==> config.mk <==
export PLATFORM = sky130hd
export DESIGN_NAME = pwm_ramp_controller
export DESIGN_NICKNAME = d
export VERILOG_FILES = /design/src/rtl/pwm_ramp_controller.sv
export SDC_FILE = /design/constraint.sdc
export NUM_CORES = 1
export LEC_CHECK = 0
export CAP_MARGIN = 20
export CORE_MARGIN = 1
export CORE_UTILIZATION = 60
export DETAILED_ROUTE_END_ITERATION = 8
export HOLD_SLACK_MARGIN = 0.05
export PLACE_DENSITY = 0.77
export RECOVER_POWER = 100
export SLEW_MARGIN = 10
export SYNTH_ARGS = -nofsm -noshare
export SYNTH_HDL_FRONTEND = slang
export SYNTH_SLANG_ARGS = --single-unit
==> constraint.sdc <==
create_clock -name CLOCK_50 -period 7.8 [get_ports CLOCK_50]
set_input_delay 2.34 -clock CLOCK_50 [delete_from_list [all_inputs] [get_ports CLOCK_50]]
set_output_delay 2.34 -clock CLOCK_50 [all_outputs]
set_load 0.05 [all_outputs]
==> src/rtl/pwm_ramp_controller.sv <==
// Duty-command sequencer: shapes accepted targets and slew-limits the PWM duty toward them.
// Latency: target lands in goal on the accepting edge; duty moves at most pStep per tick.
// Backpressure: target_ready is low while brake is asserted or in BRAKE; those targets are dropped.
`timescale 1ns/1ps
module pwm_ramp_controller #(
  parameter int pTickDiv   = 50000,
  parameter int pStep      = 4,
  parameter int pMaxDuty   = 511,
  parameter int pDeadband  = 12,
  parameter bit pNegEnable = 1'b0
) (
  input  logic       CLOCK_50,
  input  logic       RESET,
  input  logic       enable,
  input  logic       brake,
  input  logic       target_valid,
  input  logic [9:0] target,
  output logic       target_ready,
  output logic [9:0] duty,
  output logic       at_target,
  output logic [1:0] state
);

  localparam int CW = (pTickDiv > 1) ? $clog2(pTickDiv) : 1;
  localparam logic [CW-1:0]      CNT_LAST = CW'(pTickDiv - 1);
  localparam logic signed [10:0] STEP     = 11'(pStep);
  localparam logic signed [10:0] MAXD     = 11'(pMaxDuty);
  localparam logic signed [10:0] DEADB    = 11'(pDeadband);

  typedef enum logic [1:0] {
    IDLE  = 2'b00,
    RAMP  = 2'b01,
    HOLD  = 2'b10,
    BRAKE = 2'b11
  } state_t;

  state_t             st, st_nxt;
  logic signed [10:0] duty_q, duty_nxt;
  logic signed [10:0] goal_q, goal_nxt;
  logic [CW-1:0]      cnt_q, cnt_nxt;
  logic               zhold_q, zhold_nxt;
  logic               at_q, at_nxt;
  logic               accept, tick, reversal;
  logic signed [10:0] tgt_ext, tgt_mag, tgt_cap;
  logic signed [10:0] eg, interim, diff, step_val;

  // Ready is dropped combinationally with brake so a target offered on the braking edge is not handshaken.
  assign target_ready = !brake && (st != BRAKE);
  assign accept       = target_valid && target_ready;
  assign tick         = ((st == RAMP) || (st == HOLD)) && (cnt_q == CNT_LAST);
  assign duty         = duty_q[9:0];
  assign state        = st;
  assign at_target    = at_q;

  // Shape an offered target: sign policy, magnitude clamp, then deadband, all in 11-bit signed.
  always_comb begin
    tgt_ext = {target[9], target};
    tgt_mag = tgt_ext[10] ? -tgt_ext : tgt_ext;
    if (tgt_mag > MAXD) tgt_mag = MAXD;
    if (!pNegEnable && tgt_ext[10]) tgt_cap = '0;
    else if (tgt_mag <= DEADB)      tgt_cap = '0;
    else                            tgt_cap = tgt_ext[10] ? -tgt_mag : tgt_mag;
  end

  // Slew step candidate: head for zero first when the sign must flip, otherwise toward the effective goal.
  always_comb begin
    eg       = enable ? goal_q : '0;
    reversal = (duty_q[10] && !eg[10] && (eg != '0)) ||
               (!duty_q[10] && (duty_q != '0) && eg[10]);
    interim  = reversal ? '0 : eg;
    diff     = interim - duty_q;
    if (zhold_q)            step_val = duty_q;
    else if (diff > STEP)   step_val = duty_q + STEP;
    else if (diff < -STEP)  step_val = duty_q - STEP;
    else                    step_val = interim;
  end

  // Next-state and datapath update; brake overrides everything after the state decode.
  always_comb begin
    st_nxt    = st;
    duty_nxt  = duty_q;
    goal_nxt  = accept ? tgt_cap : goal_q;
    cnt_nxt   = '0;
    zhold_nxt = 1'b0;
    case (st)
      IDLE: begin
        duty_nxt = '0;
        if (enable) st_nxt = RAMP;
      end
      RAMP: begin
        cnt_nxt   = tick ? '0 : cnt_q + 1'b1;
        zhold_nxt = zhold_q;
        if (tick) begin
          duty_nxt  = step_val;
          // Landing on zero mid-reversal buys exactly one idle tick at zero.
          zhold_nxt = !zhold_q && reversal && (step_val == '0);
          if (step_val == eg) st_nxt = enable ? HOLD : IDLE;
        end
      end
      HOLD: begin
        cnt_nxt = tick ? '0 : cnt_q + 1'b1;
        if (eg != duty_q) st_nxt = RAMP;
      end
      BRAKE: begin
        duty_nxt = '0;
        if (!brake) st_nxt = IDLE;
      end
      default: st_nxt = IDLE;
    endcase
    if (brake) begin
      st_nxt    = BRAKE;
      duty_nxt  = '0;
      cnt_nxt   = '0;
      zhold_nxt = 1'b0;
    end
    at_nxt = (duty_nxt == (enable ? goal_nxt : '0));
  end

  // State register with asynchronous reset straight to a zero duty.
  always_ff @(posedge CLOCK_50 or posedge RESET) begin
    if (RESET) begin
      st      <= IDLE;
      duty_q  <= '0;
      goal_q  <= '0;
      cnt_q   <= '0;
      zhold_q <= 1'b0;
      at_q    <= 1'b1;
    end else begin
      st      <= st_nxt;
      duty_q  <= duty_nxt;
      goal_q  <= goal_nxt;
      cnt_q   <= cnt_nxt;
      zhold_q <= zhold_nxt;
      at_q    <= at_nxt;
    end
  end

endmodule
After elaboration in Yosys (flattened, before gate mapping). Index checks and enable logic that the tools add are counted.

Add/sub/neg operators: 5. Magnitude comparators: 4. Equality and inequality tests: 12. Multiplexer cells: 27. Reductions and logical operators: 22.

Operators with widths (count): two-way mux 11 bit (13); two-way mux 16 bit (3); == test 11 bit (2); one-hot mux 11 bit (2 select lines) (1); nonzero test 11 bit (2); adder 16 x 1 -> 16 bit, second input constant (1); == test 16 bit, second input constant (1); two-way mux 2 bit (6); adder 11 x 4 -> 11 bit, second input constant (1); > comparator 11 x 10 -> 1 bit, second input constant (1); > comparator 11 x 4 -> 1 bit, second input constant (1); less-or-equal comparator 11 x 5 -> 1 bit, second input constant (1); logical NOT 11 bit (1); less-than comparator 11 x 3 -> 1 bit, second input constant (1); != test 11 bit (1); negator 10 -> 11 bit (1); subtractor 11 bit (1); subtractor 11 x 4 -> 11 bit, second input constant (1); logical AND 1 bit (9); one-hot mux 2 bit (4 select lines) (1); != test 3 x 2 -> 1 bit, second input constant (2); != test 3 bit, second input constant (2); == test 2 bit, second input constant (2); logical NOT 1 bit (4); other kinds (7) (11).

Flip-flop bits (word level): 42. Bits of input ports: 15. Output and inout bits: 14. Logic and storage cells: 76.

Longest topological paths before layout.
Depth after elaboration: 16. Mapped depth: 24. Mapped depth without buffers: 21.

Worst setup path after synthesis. Ideal clock, no wire load.

Kind: input to register. Start point: in enable. End point: reg at_q, in the netlist at_target. Library setup time: 88 ps. Arrival: 7202 ps. Required time: 7712 ps. Path slack: 511 ps. Stages: 21. Buffers on the path: 2. Path through: nand2_1 > a311oi_1 > a31o_2 > clkbuf_1 > nor2_1 > inv_1 > ha_1 > inv_1 > fa_1 > a211oi_1 > o21bai_1 > a21oi_1 > xnor2_1 > clkbuf_1 > o31ai_1 > a31o_1 > o31ai_1 > o211ai_1 > or4_1 > or4_4 > nor4b_4.

Cells in the longest elaborated chain, start to end: 15. Elaborated cells between the ends (all ways): 19. Classes of those cells: 1 x add/sub; 2 x order compare; 1 x eq/ne; 9 x mux; 6 x reduce/logical.

Ends and longest elaborated chain: from (decl) (line 14) `input logic enable,`; branches (longest 14 deep; another with subtractor 11 bit); == test 11 bit * (line 116) `at_nxt = (duty_nxt == (enable ? goal_nxt : '0));`; net at_nxt (line 42) `logic at_q, at_nxt;`; to (signal assigned) (line 134) `at_q <= at_nxt;`; to (decl) (line 42).

Mark *: on every way through the listed nets, which the timed path passes. A chain may end at the register's enable or synchronous reset.

Worst setup path after layout. Ends and elaborated chain as after synthesis.

==> results.tsv <==
metric	value	unit
status	complete, but fails checks	
violations	design-rule violations, max-capacitance violations, max-slew violations	
clk_path_buf_depth	2	
vias	6129	
synth_most_common_cell	nor2_1	
ys_seq_area_frac	0.199	
critPathLaunchType	primary input	
yosys.area.top_type_share	0.194	
synth_edf_count	0	
postCtsSetupBuffers	0	
synth_fp_nets	773	
max-slew-margin-rel	-0.500	
core-area	0.00838	sq mm
fp-row-count	33	
p_leak	2.57	nW
synth_cell_types	87	
cts-root-buf	clkbuf_8	
yosys_register_bits	42	
power	1.28	mW
yosysTopAreaCell	dfrtp_1	
synthTopCellsByCount	nor2_1, nand2_1, nand3_1	
syn2layout_area_growth	13.4	%
grt_pass1_vias	5815	
fill_cells	693	
routabilityCongestion	1.10	
setup_violations	0	
avgSynthCellArea	7.20	sq um
dp_slack	-0.00258	ns
placed_cells	862	
fin_area	0.00600	sq mm
yosys_warnings	0	
final_cells	870	
skew	0.0138	ns
die_area	0.00920	sq mm
setup.worst_path.class	primary input to flip-flop	
drive_gt1_frac	0.108	
power.density	213	mW/mm^2
critPathMaxFanout	8	
ys_top_cells_by_area	dfrtp_1, nor2_1, ha_1	
ant_nets	0	
grt_antenna_before_repair	0	
hold-worst-slack	0.468	ns
insertion_delay	0.31	ns
min_path_type	flip-flop to flip-flop	
syn_area	0.00529	sq mm
groute.usage.overall	0.425	
setup_tns	0	ns
grt_max_degree	47	
worst_slack	0.213	ns
place_area	0.00583	sq mm
cap_violations	1	
worst_pin_slew	2.25	ns
vias_per_cell	7.04	
overflow	0	
regArea	0.00105	sq mm
start_util	0.631	
hpwlAfterDp	14300	um
fp.dieH	95.9	um
rsz0062_at_grt	no	
routed_wl	18700	um
cp.arrival	7.81	ns
max_freq	132	MHz
diodes	0	
finalHoldViolations	0	
clk_pin_slew	0.09	ns
utilization	0.716	
grt_pass1_wl	29600	um
crit_path_end_kind	flip-flop	
ir_worst_vdd	0.182	mV
cts_tree	done	
htreeDepth	2	
numClockSinks	42	
io_pins	29	
cts_buffers	5	
finish.net_count	802	
dr.pass1.iters	7	
synthesis.instances	735	
portBuffers	28	
drc	1	
slew_viol_final	43	
synthFlopType	dfrtp_1	
wl_per_cell	21.5	um
final.min_clock_period	7.59	ns
required	8.03	ns
synthArstFlopShare	1.00	
post-route-period-util	0.973	
drtIter0Drc	665	
die_width	95.9	um
multiInputGateArea	0.00386	sq mm
-- sequential cells by signal, summed over array words and instances (netlist names) --
signal	flops
duty_q	11
cnt_q	16
state	2
zhold_q	1
at_target	1
goal_q	11
-- cell usage in the layout (no fill, tap or decap), types with 6 or more instances in the layout --
master	netlist	final
a21o_1	6	6
or3_1	9	9
and2_1	8	6
nor2_1	76	76
dfrtp_1	41	41
nand4_1	10	10
a21oi_1	37	36
o41ai_1	6	6
ha_1	22	22
a31oi_1	11	9
inv_1	37	37
and3_1	17	17
buf_4	11	46
dlygate4sd3_1	0	17
nor4_1	15	14
nor3_1	21	21
xnor2_1	27	27
xor2_1	16	16
o31ai_1	8	9
mux2i_1	13	13
clkdlybuf4s50_1	0	11
nand3_1	45	45
nand2_1	72	72
o21ai_0	42	42
nand2b_1	9	9
o32ai_1	8	7
-- cell families (layout without fill, tap and decap cells) --
group                    after synthesis  count (layout)  synth area share
AND/OR/NAND/NOR                      320             320             0.310
AO/OA/AOI/OAI                        196             196             0.259
buffers and inverters                 96             126            0.0780
XOR/XNOR                              43              43            0.0712
flip-flops                            42              42             0.199
adder cells (fa/ha/maj)               23              23            0.0558
multiplexers                          14              14            0.0267
other                                  1               1          0.000709
-- cell type report --
class | count | area share
Clock inverter | 3 | 0.0115
Timing Repair Buffer | 79 | 0.112
Sequential cell | 42 | 0.175
Inverter | 39 | 0.0244
Multi-Input combinational cell | 597 | 0.644
Clock buffer | 5 | 0.0115
Tap cell | 105 | 0.0219
-- path summary, 6_finish.rpt --
path	slack, ns	to	from	cells after the start
setup / recovery	0.21	at_target$_DFF_PP1_	enable	18
hold / removal	0.47	cnt_q[0]$_DFF_PP0_	cnt_q[0]$_DFF_PP0_	1
setup reg to reg	1.79	at_target$_DFF_PP1_	duty_q[5]$_DFF_PP0_	19
hold reg to reg	0.47	cnt_q[0]$_DFF_PP0_	cnt_q[0]$_DFF_PP0_	1
max in group asynchronous	3.20	duty_q[6]$_DFF_PP0_	RESET	3
min in group asynchronous	3.32	goal_q[7]$_DFF_PP0_	RESET	3
-- power breakdown --
group	total (mW)	internal, mW	switching (mW)
combinational	0.792	0.321	0.471
sequential	0.275	0.238	0.0379
clock	0.213	0.128	0.0847
-- repair_timing --
action                                  CTS  global route
endpoints found under the setup margin    0             3
hold buffers                              0             0
resized for setup                         0             8
-- worst max-delay path, cell delays in order --
cell             delay [ns]
clkdlybuf4s50_1        0.51
nand2_1                0.12
ha_1                   0.33
a31oi_1                0.32
and3_1                 0.26
ha_1                   0.30
a211oi_2               0.15
o2111a_1               0.29
a311oi_2               0.30
nand3_2                0.17
or4_1                  0.73
o21ai_4                0.30
o32ai_1                0.17
a21oi_1                0.39
mux2_2                 0.24
o221ai_1               0.11
or4_4                  0.56
nor4b_4                0.22
-- layer usage --
layer  up-vias  wire (um)  GRT usage
li1       2762          -          -
met1      2860       7160      0.494
met2       401       8460      0.702
met3       106       1720     0.0814
met4         0       1360      0.300
met5         -          0          0
Note: power is estimated with default switching activity, not from simulation.
==> variant 1, RTL diff (same settings) <==
The parameter `pTickDiv` goes from 50000 to 100000.
--- a/src/rtl/pwm_ramp_controller.sv
+++ b/src/rtl/pwm_ramp_controller.sv
@@ -3,7 +3,7 @@
 // Backpressure: target_ready is low while brake is asserted or in BRAKE; those targets are dropped.
 `timescale 1ns/1ps
 module pwm_ramp_controller #(
-  parameter int pTickDiv   = 50000,
+  parameter int pTickDiv   = 100000,
   parameter int pStep      = 4,
   parameter int pMaxDuty   = 511,
   parameter int pDeadband  = 12,
Behaviour: no difference found for any inputs over 10 cycles, from zero or initial values and one cycle with RESET high; that may be too few to reach the edited logic, so the function may still have changed.
==> variant 1 against the original RTL <==
The flow finishes with violations (max-capacitance violations, max-slew violations); design area is 3.7% lower; synthesized area is 2.0% higher; die area is 1.9% higher; total power is 4.1% lower; routed wire length is 6.0% lower; worst setup slack better by 0.12 ns; sequential cell count is 1 higher; sequential share of layout area is 1.1 points higher; largest cell class unchanged.
==> variant 1: results (changes against the original RTL) <==
[outcome]
status = finished with violations
violations_in_the_final_reports = max-capacitance violations, max-slew violations

[synthesis]
yosys_warnings = 0  ; unchanged
synthTopCellsByArea = dfrtp_1 (19%), ha_1 (5.1%), nor2_1 (5.0%), nand2_1 (4.4%), xnor2_1 (3.7%)
synth_sequential_area_ratio = 0.200  ; +0.000764
ys_types = 108  ; +24%
synth.cells.most_frequent = nor2_1 (72), nand2_1 (63), dfrtp_1 (42)
synth_cells = 693  ; -5.7%
syn_nets = 731  ; -5.4%
ys_async_sr_fraction = 1.00  ; unchanged

[final_layout]
fillerInstances = 762  ; +10%
number_of_diodes_added_for_antenna_fixing = 0  ; unchanged
num-nets-final = 744  ; -7.2%
layout_top_registers = cnt_q (17), duty_q (11), goal_q (11)
final_layout_size_suffix_gt1_frac = 0.132  ; +0.0230

[min_path]
whs_path_depth = 1  ; unchanged
worstHoldPathType = reg -> reg

[critical_path]
cpLargestDelayFamily = compound AO/OA/AOI/OAI gates
max_stage_delay_ns = 0.66  ; -0.07 ns
timing.critical_path.fanout_max = 13  ; +5
reg2reg_slack_ns = 2.14  ; +0.35 ns
cp_data_arrival_time_ns = 7.67  ; -0.14 ns
reg2reg_depth = 19  ; unchanged
library_cell_contributing_the_largest_single_delay_on_the_critical_path = o31ai_1

[power_and_ir_drop]
p_clk_mw = 0.154  ; -28%
power.switching_fraction = 0.487  ; +0.0234
comb_cell_power_mw = 0.786  ; -0.8%
ir_drop_v = 0.000177  ; -2.8%
post-layout-total-power_mw = 1.23  ; -4.1%
total_leakage_power_nw = 2.32  ; -9.5%

[detailed_routing]
detailedRoute.firstIterationViolations = 515  ; -23%
dr.pass1.iters = 6  ; -1
totalWireLength_mm = 17.6  ; -6.0%
route.vias.total = 5752  ; -6.2%

[sta]
final-max-slew-violation-count = 44  ; +2.3%
finalWorstPathRequiredPeriod_ns = 7.46  ; -0.122 ns
tightestPinTransition_ns = 2.27  ; +0.0216 ns
worst_clock_skew_ns = 0.0189  ; +0.00506 ns

[global_route]
initial_antenna_violation_count = 1  ; +1
global_route_usage_over_all_layers = 0.372  ; -0.0531
grt_pass1_wl_mm = 28.4  ; -3.9%
number_of_global_route_vias_before_repair = 5547  ; -4.6%
grt_start_max_net_pins = 44  ; -6.4%

[clock_tree]
post_cts_buffers = 0  ; unchanged
clock-sinks = 43  ; +2.4%
numCtsBuffers = 5  ; unchanged

[run]
max-cap-violations = 1  ; unchanged

[place]
pre_cts_worst_setup_slack_ns = 0.112  ; +0.114 ns
gpl.final_weighted_congestion = 1.01  ; -7.4%
post-dp-hpwl_mm = 13.4  ; -6.4%

variant 1: final cells by class:
cell class / count / area, um2 / share of cell area
clock buffer: 5 / 68.8 / 0.0119
timing repair buffer: 54 / 460 / 0.0796
inverter: 32 / 120 / 0.0208
tap: 108 / 135 / 0.0234
multi-input combinational: 570 / 3890 / 0.673
clock inverter: 3 / 26.3 / 0.00454
sequential: 43 / 1080 / 0.186
variant 1: logic make-up after synthesis:
group / share of synthesized area
AO/OA/AOI/OAI: 0.279
XOR/XNOR: 0.0696
adder cells (fa/ha/maj): 0.0547
buffers and inverters: 0.0811
flip-flops: 0.200
multiplexers: 0.0283
other: 0.000695
AND/OR/NAND/NOR: 0.287
variant 1: path summary, 6_finish.rpt:
| check | startpoint | to |
|---|---|---|
| min in group asynchronous | RESET | cnt_q[9]$_DFF_PP0_ |
| worst max-delay path | enable | at_target$_DFF_PP1_ |
| worst min register to register | cnt_q[0]$_DFF_PP0_ | cnt_q[0]$_DFF_PP0_ |
| max in group asynchronous | RESET | goal_q[4]$_DFF_PP0_ |
| worst min-delay path | cnt_q[0]$_DFF_PP0_ | cnt_q[0]$_DFF_PP0_ |
| worst max register to register | duty_q[2]$_DFF_PP0_ | state[1]$_DFFE_PP0P_ |
variant 1: through the flow:
step	hold WS (ns)	instances	cell area, um2	util
2_1_floorplan	0.476	693	5400	-
4_1_cts	0.531	815	5780	0.663
3_3_place_gp	0.493	807	5690	0.652
5_1_grt	0.541	815	5780	0.663
3_5_place_dp	0.517	807	5690	0.652
6_report	0.528	815	5780	0.663
variant 1: per-layer routing:
metal / GRT usage / wire (um) / vias to the layer above
li1: - / - / 2599
met1: 0.458 / 6730 / 2723
met2: 0.639 / 8520 / 342
met3: 0.0419 / 1390 / 88
met4: 0.191 / 950 / 0
met5: 0 / 0 / -
==> variant 2, RTL diff (same settings) <==
Made on the original files. Reset style: synchronous (`RESET`), changed in one clocked block. Comments in the files are not updated.
--- a/src/rtl/pwm_ramp_controller.sv
+++ b/src/rtl/pwm_ramp_controller.sv
@@ -117,7 +117,7 @@
   end
 
   // State register with asynchronous reset straight to a zero duty.
-  always_ff @(posedge CLOCK_50 or posedge RESET) begin
+  always_ff @(posedge CLOCK_50) begin
     if (RESET) begin
       st      <= IDLE;
       duty_q  <= '0;
Formal check against the unedited RTL: differs if RESET is asserted again (counterexample within 4 cycles, from zero or initial values and one cycle with RESET high); with RESET held inactive, the same outputs for 10 cycles.
==> variant 2 against the original RTL <==
Synthesized area fell by 3.1%; final cell count rose by 1.1%; total power fell by 36%; design area fell by 1.1%; routed wire length fell by 5.0%; combinational power fell by 45%; global-route usage fell by 2.8 points; sequential cell count did not move; worst hold slack improved by 0.016 ns; worst setup slack got worse by 0.047 ns; largest cell class unchanged; highest routed layer unchanged.
==> variant 2: results (changes against the original RTL) <==
[outcome]
status = finished clean

[detailed_routing]
detailedRoute.firstIterationViolations = 1016  ; +53%
totalWireLength_mm = 17.8  ; -5.0%

[critical_path]
cp_data_arrival_time_ns = 7.85  ; +0.04 ns
max_stage_delay_ns = 0.52  ; -0.21 ns
reg2reg_depth = 21  ; +2
reg2reg_slack_ns = 1.77  ; -0.02 ns
cpLargestDelayFamily = compound AO/OA/AOI/OAI gates
worstReg2RegEnd = state[1]$_SDFFE_PP0P_
timing.critical_path.fanout_max = 5  ; -3
worst_r2r_startpoint = duty_q[2]$_SDFF_PP0_

[synthesis]
yosys.area_share.xor_xnor = 0.0683  ; -0.00285
synth_cells = 730  ; -0.68%
syn_nets = 768  ; -0.65%
ys_types = 82  ; -5.7%
synthTopCellsByArea = dfxtp_1 (16%), nor2_1 (5.9%), ha_1 (5.4%), xnor2_1 (4.8%), nand2_1 (3.9%)
synth_compound_area_frac = 0.293  ; +0.0344
synthMuxAreaShare = 0.0200  ; -0.00671
synth.cells.most_frequent = nor2_1 (80), nand2_1 (53), dfxtp_1 (42)
synth_sequential_area_ratio = 0.164  ; -0.0349

[power_and_ir_drop]
total_leakage_power_nw = 2.31  ; -10%
post-layout-total-power_mw = 0.821  ; -36%
p_clk_mw = 0.148  ; -31%
power.internal_mw = 0.458  ; -33%
combPwrFrac = 0.530  ; -0.088
ir_drop_v = 0.000145  ; -20%

[global_route]
grt_start_max_net_pins = 44  ; -6.4%
number_of_global_route_vias_before_repair = 5677  ; -2.4%
grt_pass1_wl_mm = 27.9  ; -5.6%

[min_path]
min_to = cnt_q[0]$_SDFF_PP0_
min_delay_src = cnt_q[0]$_SDFF_PP0_

[place]
post-dp-hpwl_mm = 13.4  ; -6.9%
placement.cell_area_mm2 = 0.00575  ; -1.4%
gpl.final_weighted_congestion = 1.11  ; +1.7%
place.detailed.instances = 870  ; +0.93%

[final_layout]
final_layout_size_suffix_gt1_frac = 0.133  ; +0.0244
multi_input_comb_area_mm2 = 0.00399  ; +3.3%
fillerInstances = 704  ; +1.6%

[sta]
maxSlewHeadroom = 0.335  ; +0.835
worst_clock_skew_ns = 0.0112  ; -0.00255 ns

variant 2: worst max path at each step:
| stage | slack [ns] | endpoint | start |
|---|---|---|---|
| 2_1_floorplan | 0.02 | state[1]$_SDFFE_PP0P_ | enable |
| 3_3_place_gp | -0.02 | state[1]$_SDFFE_PP0P_ | enable |
| 3_5_place_dp | -0.16 | state[1]$_SDFFE_PP0P_ | enable |
| 4_1_cts | 0.14 | state[1]$_SDFFE_PP0P_ | enable |
| 5_1_grt | -0.02 | state[1]$_SDFFE_PP0P_ | enable |
| 6_report | 0.17 | state[1]$_SDFFE_PP0P_ | enable |
variant 2: area by class of cell:
| cell class | instances | area share |
|---|---|---|
| inverters | 33 | 0.0209 |
| clock buffers | 5 | 0.0116 |
| clock inverters | 3 | 0.00421 |
| multi-input cells | 599 | 0.672 |
| well taps | 105 | 0.0221 |
| repair buffers | 93 | 0.128 |
| flip-flops and latches | 42 | 0.142 |
variant 2: cell families after synthesis:
family,after synthesis
AND/OR/NAND/NOR,317
AO/OA/AOI/OAI,208
buffers and inverters,89
flip-flops,42
XOR/XNOR,40
adder cells (fa/ha/maj),23
multiplexers,10
other,1
variant 2: repair_timing:
item | CTS | global route
setup endpoints to repair | 0 | 3
buffers inserted | 0 | 2
gates resized for setup | 0 | 16
variant 2: routing by layer:
metal | global-route usage | part of all wire | wire (um)
met5 | 0 | 0 | 0
met4 | 0.209 | 0.058 | 1030
met3 | 0.0797 | 0.11 | 1950
met2 | 0.635 | 0.45 | 7930
met1 | 0.500 | 0.39 | 6850
